$ cat config.mk
export PLATFORM = sky130hd
export DESIGN_NAME = stopwatch_counter
export DESIGN_NICKNAME = d
export VERILOG_FILES = /design/src/rtl/stopwatch_counter.sv
export SDC_FILE = /design/constraint.sdc
export NUM_CORES = 1
export LEC_CHECK = 0
export BUFFER_PORTS_ARGS = -buffer_cell sky130_fd_sc_hd__buf_2
export CAP_MARGIN = 20
export CORE_ASPECT_RATIO = 0.75
export CORE_MARGIN = 3
export CORE_UTILIZATION = 53
export CTS_CLUSTER_DIAMETER = 80
export CTS_CLUSTER_SIZE = 30
export DETAILED_ROUTE_END_ITERATION = 10
export PLACE_DENSITY_LB_ADDON = 0.3
export SYNTH_ARGS = -nofsm -noshare
export SYNTH_HDL_FRONTEND = slang
export SYNTH_SLANG_ARGS = --single-unit
$ cat constraint.sdc
create_clock -name src_clk -period 1.8 [get_ports src_clk]
set_input_delay 0.09 -clock src_clk [delete_from_list [all_inputs] [get_ports src_clk]]
set_output_delay 0.09 -clock src_clk [all_outputs]
set_load 0.005 [all_outputs]
$ cat src/rtl/stopwatch_counter.sv
`default_nettype none
// ============================================================================
// Module      : stopwatch_counter
// Description : MM:SS BCD time-keeping core. Counts 00:00..59:59 on rising
//               edges of the 1 Hz divider output, supports run/pause and a
//               per-field adjust mode stepped by the 2 Hz divider output.
// Revision    : 1.0 - initial release
// ============================================================================
module stopwatch_counter (
    input  logic       src_clk,
    input  logic       reset,
    input  logic       clk_1hz,
    input  logic       clk_2hz,
    input  logic       pause,
    input  logic       adj,
    input  logic       sel,
    output logic [3:0] min_tens,
    output logic [3:0] min_ones,
    output logic [3:0] sec_tens,
    output logic [3:0] sec_ones,
    output logic       running,
    output logic       rollover
);

    localparam logic [0:0] ST_PAUSED = 1'b0;
    localparam logic [0:0] ST_RUN    = 1'b1;

    logic       c1_q, c1_d;
    logic       c2_q, c2_d;
    logic [0:0] state_q, state_d;
    logic [3:0] min_tens_q, min_tens_d;
    logic [3:0] min_ones_q, min_ones_d;
    logic [3:0] sec_tens_q, sec_tens_d;
    logic [3:0] sec_ones_q, sec_ones_d;
    logic       rollover_q, rollover_d;

    logic       w_tick1;
    logic       w_tick2;
    logic       w_count_en;
    logic       w_adj_en;
    logic [7:0] w_sec_inc;
    logic [7:0] w_min_inc;
    logic       w_sec_wrap;
    logic       w_min_wrap;

    // Two-digit BCD increment over 00..59. Out-of-range digits fold back to
    // zero so a corrupted value can never persist.
    function automatic logic [7:0] bcd_inc60(input logic [3:0] tens,
                                             input logic [3:0] ones);
        logic [3:0] t;
        logic [3:0] o;
        t = tens;
        o = ones;
        if (ones >= 4'd9) begin
            o = 4'd0;
            if (tens >= 4'd5) begin
                t = 4'd0;
            end else begin
                t = tens + 4'd1;
            end
        end else begin
            o = ones + 4'd1;
            if (tens > 4'd5) begin
                t = 4'd0;
            end
        end
        return {t, o};
    endfunction

    // Rising-edge detection on the divider outputs plus increment helpers.
    always_comb begin
        w_tick1    = clk_1hz & ~c1_q;
        w_tick2    = clk_2hz & ~c2_q;
        w_count_en = ~adj & (state_q == ST_RUN) & w_tick1;
        w_adj_en   = adj & w_tick2;
        w_sec_inc  = bcd_inc60(sec_tens_q, sec_ones_q);
        w_min_inc  = bcd_inc60(min_tens_q, min_ones_q);
        w_sec_wrap = (sec_tens_q == 4'd5) && (sec_ones_q == 4'd9);
        w_min_wrap = (min_tens_q == 4'd5) && (min_ones_q == 4'd9);
    end

    // Next-state logic: pause toggle, normal cascade count, field adjust.
    always_comb begin
        c1_d       = clk_1hz;
        c2_d       = clk_2hz;
        state_d    = pause ? ~state_q : state_q;
        min_tens_d = min_tens_q;
        min_ones_d = min_ones_q;
        sec_tens_d = sec_tens_q;
        sec_ones_d = sec_ones_q;
        rollover_d = 1'b0;

        if (w_count_en) begin
            {sec_tens_d, sec_ones_d} = w_sec_inc;
            if (w_sec_wrap) begin
                {min_tens_d, min_ones_d} = w_min_inc;
                rollover_d = w_min_wrap;
            end
        end else if (w_adj_en) begin
            // Fields adjust independently: no carry, no rollover.
            if (sel) begin
                {sec_tens_d, sec_ones_d} = w_sec_inc;
            end else begin
                {min_tens_d, min_ones_d} = w_min_inc;
            end
        end
    end

    // State registers. Edge-detect history tracks the inputs even in reset so
    // a level already high at release does not look like a fresh edge.
    always_ff @(posedge src_clk) begin
        c1_q <= c1_d;
        c2_q <= c2_d;
        if (reset) begin
            state_q    <= ST_RUN;
            min_tens_q <= 4'd0;
            min_ones_q <= 4'd0;
            sec_tens_q <= 4'd0;
            sec_ones_q <= 4'd0;
            rollover_q <= 1'b0;
        end else begin
            state_q    <= state_d;
            min_tens_q <= min_tens_d;
            min_ones_q <= min_ones_d;
            sec_tens_q <= sec_tens_d;
            sec_ones_q <= sec_ones_d;
            rollover_q <= rollover_d;
        end
    end

    assign min_tens = min_tens_q;
    assign min_ones = min_ones_q;
    assign sec_tens = sec_tens_q;
    assign sec_ones = sec_ones_q;
    assign running  = (state_q == ST_RUN);
    assign rollover = rollover_q;

endmodule
`default_nettype wire

---- Word-level counts from Yosys, hierarchy flattened ----
Index checks and enable logic that the tools add are counted.
word-level totals
  output and inout port bits .............. 18
  bits in registers ....................... 20
  input bits .............................. 7
  word-level logic and storage cells ...... 64
operators by class
  reductions and logical operators ........ 7
  $lt $le $gt $ge ......................... 6
  equal/unequal tests ..................... 6
  muxes and demuxes ....................... 22
  $add $sub $neg .......................... 4
  bitwise logic cells ..................... 11
operator list
  kind                                                 count
  two-way mux 4 bit                                    22
  adder 4 x 1 -> 4 bit, second input constant          4
  equality test 4 x 3 -> 1 bit, second input constant  2
  equality test 4 bit, second input constant           2
  >= comparator 4 x 3 -> 1 bit, second input constant  2
  >= comparator 4 bit, second input constant           2
  > comparator 4 x 3 -> 1 bit, second input constant   2
  inverter 1 bit                                       6
  AND 1 bit                                            5
  != test 2 x 1 -> 1 bit, second input constant        2
  nonzero test 2 bit                                   2
  AND reduction 3 bit                                  1
  OR reduction 3 bit                                   1
  logical AND 1 bit                                    2
  AND reduction 2 bit                                  1

---- Depth between registers and ports, before layout ----
  depth after elaboration ................. 6
  gate-level depth with buffers ........... 6
  mapped depth without buffers ............ 6

---- Least setup slack after synthesis ----
Ideal clock, no wire load.
  path type ............................... register to register
  start point ............................. reg sec_ones_q[0] (netlist: sec_ones[0])
  end point ............................... reg sec_tens_q[1] (netlist: sec_tens[1])
  data required time ...................... 1.727 ns
  data arrival time ....................... 1.609 ns
  path buffers ............................ 0
  library setup time ...................... 0.073 ns
  period minus slack after synthesis ...... 1.682 ns
  path slack .............................. 0.118 ns
  cell stages (with the launch flop) ...... 7
  cells stage by stage .................... dfxtp_1 inv_1 ha_1 or3b_4 nand2_1 or4b_4 o22ai_2
between the ends
  longest elaborated chain between the ends .. 5
RTL lines
  what                     line  text
  from (decl)              34    logic [3:0] sec_ones_q, sec_ones_d;
  from (signal assigned)   126   sec_ones_q <= sec_ones_d;
  >= comparator 4 bit (*)  54    if (ones >= 4'd9) begin
  two-way mux 4 bit (*)    54
  two-way mux 4 bit        101   if (sel) begin
  two-way mux 4 bit        99    end else if (w_adj_en) begin
  two-way mux 4 bit (*)    93    if (w_count_en) begin
  to (signal assigned)     125   sec_tens_q <= sec_tens_d;
  to (decl)                33    logic [3:0] sec_tens_q, sec_tens_d;
Every way passes the cells marked *; elsewhere a longest branch is shown, timed or not. The select of a mux whose other input is x is not followed.
A chain may end at the register's enable or synchronous reset.

---- Worst setup path in the final report ----
  start point ............................. reg sec_tens_q[1] (netlist: sec_tens[1])
  end point ............................... reg min_tens_q[3] (netlist: min_tens[3])
between the ends
  longest elaborated chain between the ends .. 4
RTL lines
  what                                     line  text
  equality test 4 x 3 -> 1 bit             78    w_sec_wrap = (sec_tens_q == 4'd5) && (sec_ones_q == 4'd9);
  logical AND 1 bit                        78
  != test 2 x 1 -> 1 bit (no source line)  n/a
  AND reduction 3 bit (no source line)     n/a
  to (signal assigned)                     123   min_tens_q <= min_tens_d;
  to (decl)                                31    logic [3:0] min_tens_q, min_tens_d;
No other way between the ends.

==> results.tsv <==
metric	value	unit
fillCellCount	153	
detail-route-antenna-nets	0	
crit_arrival	1940	ps
crit_type	flip-flop to flip-flop	
slew_headroom	62.3	%
r2r_path_start	sec_tens[1]$_SDFFE_PP0P_	
clk_pin_slew_worst_paths	110	ps
dpl-instance-area	1310	sq um
timing.critical_path.to_type	flip-flop	
grt_overflow	0	
finalWirelength	2670	um
synth_edf_count	0	
drt_pre_antenna_iters	4	
crit_path_start	sec_tens[1]$_SDFFE_PP0P_	
grt_first_pass_wirelength	4400	um
layout-drive-gt1-share	29.3	%
grt_setup_unrepaired	true	
ir_worst_vdd	0.000653	V
run_status	complete, no violations	
ctsLongestPathBuffers	2	
transition_time_at_the_pin_with_the_least_slew_margin	565	ps
worst_clock_skew	5.31	ps
drtIter0Drc	57	
largest_cells_by_area_after_synthesis	dfxtp_1 (35%), ha_1 (13%), a21oi_1 (4.4%)	
num_vias	1064	
cts.htree.levels	1	
finalSetupTns	0	ps
max_cap_viol_count	0	
startpoint_type	flip-flop	
synth.top_cells.by_count	dfxtp_1 (20), ha_1 (12), inv_1 (11)	
layout.nets	178	
stdcell_count	179	
floorplan.die_area	2760	sq um
netlist_area	1140	sq um
hpwlAfterDp	1990	um
groute.usage.overall	21.3	%
top_level_ports	25	
crit_path_max_fanout	6	
endpoint	min_tens[3]$_SDFFE_PP0P_	
grt_max_degree	14	
clock_insertion_delay_worst_skew	300	ps
first_global_vias	1002	
synth_area_leader_cell	dfxtp_1	
die_h	46.3	um
post-place-ws	45.1	ps
placeableCoreArea	1890	sq um
max_freq	0.578	GHz
power.total	743	uW
min_period	1730	ps
finalHoldViolations	0	
number_of_vias_per_cell_after_detailed_routing	5.94	
postLayoutCellArea	1380	sq um
post_cts_repair_setup_buffers	0	
place.gp.congestion	0.850	
floorplan.die.width	59.7	um
syn_inst	127	
postSynthRegisterBits	20	
synth.yosys.warnings	0	
dpl.cell_count	174	
synth_top_flop_cell	dfxtp_1	
cts_root_buffer	clkbuf_4	
ffs_w_async_s_r_synth	0	%
ys_types	42	
cell_rows	13	
number_of_buffers_inserted_during_clock_tree_synthesis	3	
cts_tree	done	
antennaDiodeCount	0	
timing.reg2reg.setup_slack	70	ps
synthesized_area_per_cell	9.01	sq um
io_buffers	24	
antenna_found_initial	0	
routed_wire_length_per_instance	14.9	um
yosysSeqAreaShare	35.0	%
drv_slew	0	
power-per-cell-area	540	nW/um^2
static-leakage-power	0.593	nW
timing.final.ws_setup	70.0	ps
hold_path.class	primary input to flip-flop	
syn-num-nets	146	
r2r-end	min_tens[3]$_SDFFE_PP0P_	
flow.area_growth_from_synthesis	20.3	%
cts_num_sinks	20	
reg2reg_path_depth	6	
synth.top_cell.area_share	35.0	%
drt_drc_violations_left	0	
setup_violations	0	
cp.required	2010	ps
min_period_over_period	96.1	%
initial_utilization	60.7	%
synth_most_common_cell	dfxtp_1	
==> report_power, final <==
group | switching, mW | internal [mW] | leakage (nW) | total (mW)
registers | 0.00619 | 0.450 | 0.163 | 0.457
logic | 0.0426 | 0.0354 | 0.416 | 0.0780
clock network | 0.131 | 0.0781 | 0.0138 | 0.209
total | 0.179 | 0.564 | 0.593 | 0.743
==> placed cells by master, fill, tap and decap left out, types with 3 or more instances in the layout <==
| cell | n |
|---|---|
| inv_1 | 11 |
| nor2_1 | 9 |
| a21oi_1 | 10 |
| mux2i_1 | 3 |
| buf_4 | 5 |
| nand3_1 | 5 |
| nand2_1 | 7 |
| o21ai_0 | 3 |
| ha_1 | 12 |
| buf_2 | 24 |
| clkbuf_4 | 3 |
| nand4_1 | 4 |
| dfxtp_1 | 18 |
==> registers in the layout (all words and copies together), names as in the netlist <==
| register | count |
|---|---|
| running | 1 |
| min_tens | 4 |
| sec_tens | 4 |
| rollover | 1 |
| min_ones | 4 |
| c1_q | 1 |
| c2_q | 1 |
| sec_ones | 4 |
==> metrics by stage <==
stage | util, % | hold slack [ps]
4_1_cts | 71.9 | 12.6
2_1_floorplan | - | 118
6_report | 73.0 | 14.0
5_1_grt | 73.0 | 20.0
3_5_place_dp | 69.6 | 219
3_3_place_gp | 69.6 | 214
==> cells by family after synthesis <==
logic type	count (synthesis)	synth area share, %
compound gates	29	18.1
xor+xnor	1	0.765
fa+ha+maj	12	13.1
buf+inv	15	5.03
flops	20	35.0
mux	3	2.62
simple gates	47	25.4
==> timing repair <==
item | in CTS | in global routing
gates resized for setup | 0 | 6
hold endpoints to repair | 2 | 0
setup endpoints to repair | 0 | 11
hold buffers | 2 | 0
==> worst min path at each step <==
stage	start	to	depth (start not counted)
2_1_floorplan	clk_1hz	c1_q$_DFF_P_	0
3_5_place_dp	clk_1hz	c1_q$_DFF_P_	1
6_report	pause	running$_SDFFE_PP1P_	3
5_1_grt	pause	running$_SDFFE_PP1P_	3
4_1_cts	pause	running$_SDFFE_PP1P_	3
3_3_place_gp	clk_1hz	c1_q$_DFF_P_	1
==> cell type report <==
cell class                      instances  area [sq um]  area share, %
Timing Repair Buffer                   31           178           12.9
Tap cell                               22          27.5           2.00
Sequential cell                        20           403           29.2
Multi-Input combinational cell         92           706           51.2
Inverter                               11          41.3           3.00
Clock buffer                            3          22.5           1.63
==> layer usage <==
layer / vias up / global-route usage [%] / routed length (um)
met3: 4 / 6.72 / 225
met2: 41 / 35.1 / 1220
met1: 492 / 27.0 / 1200
met5: - / 0 / 0
li1: 527 / - / -
met4: 0 / 5.75 / 27
==> critical path, cell delays in order (launching register included) <==
cell and delay (ps):
dfxtp_1 360, inv_1 90, ha_1 220, and4bb_1 250
a41oi_2 370, nor2_1 130, a32o_1 230
(Power assumes the default switching activity.)
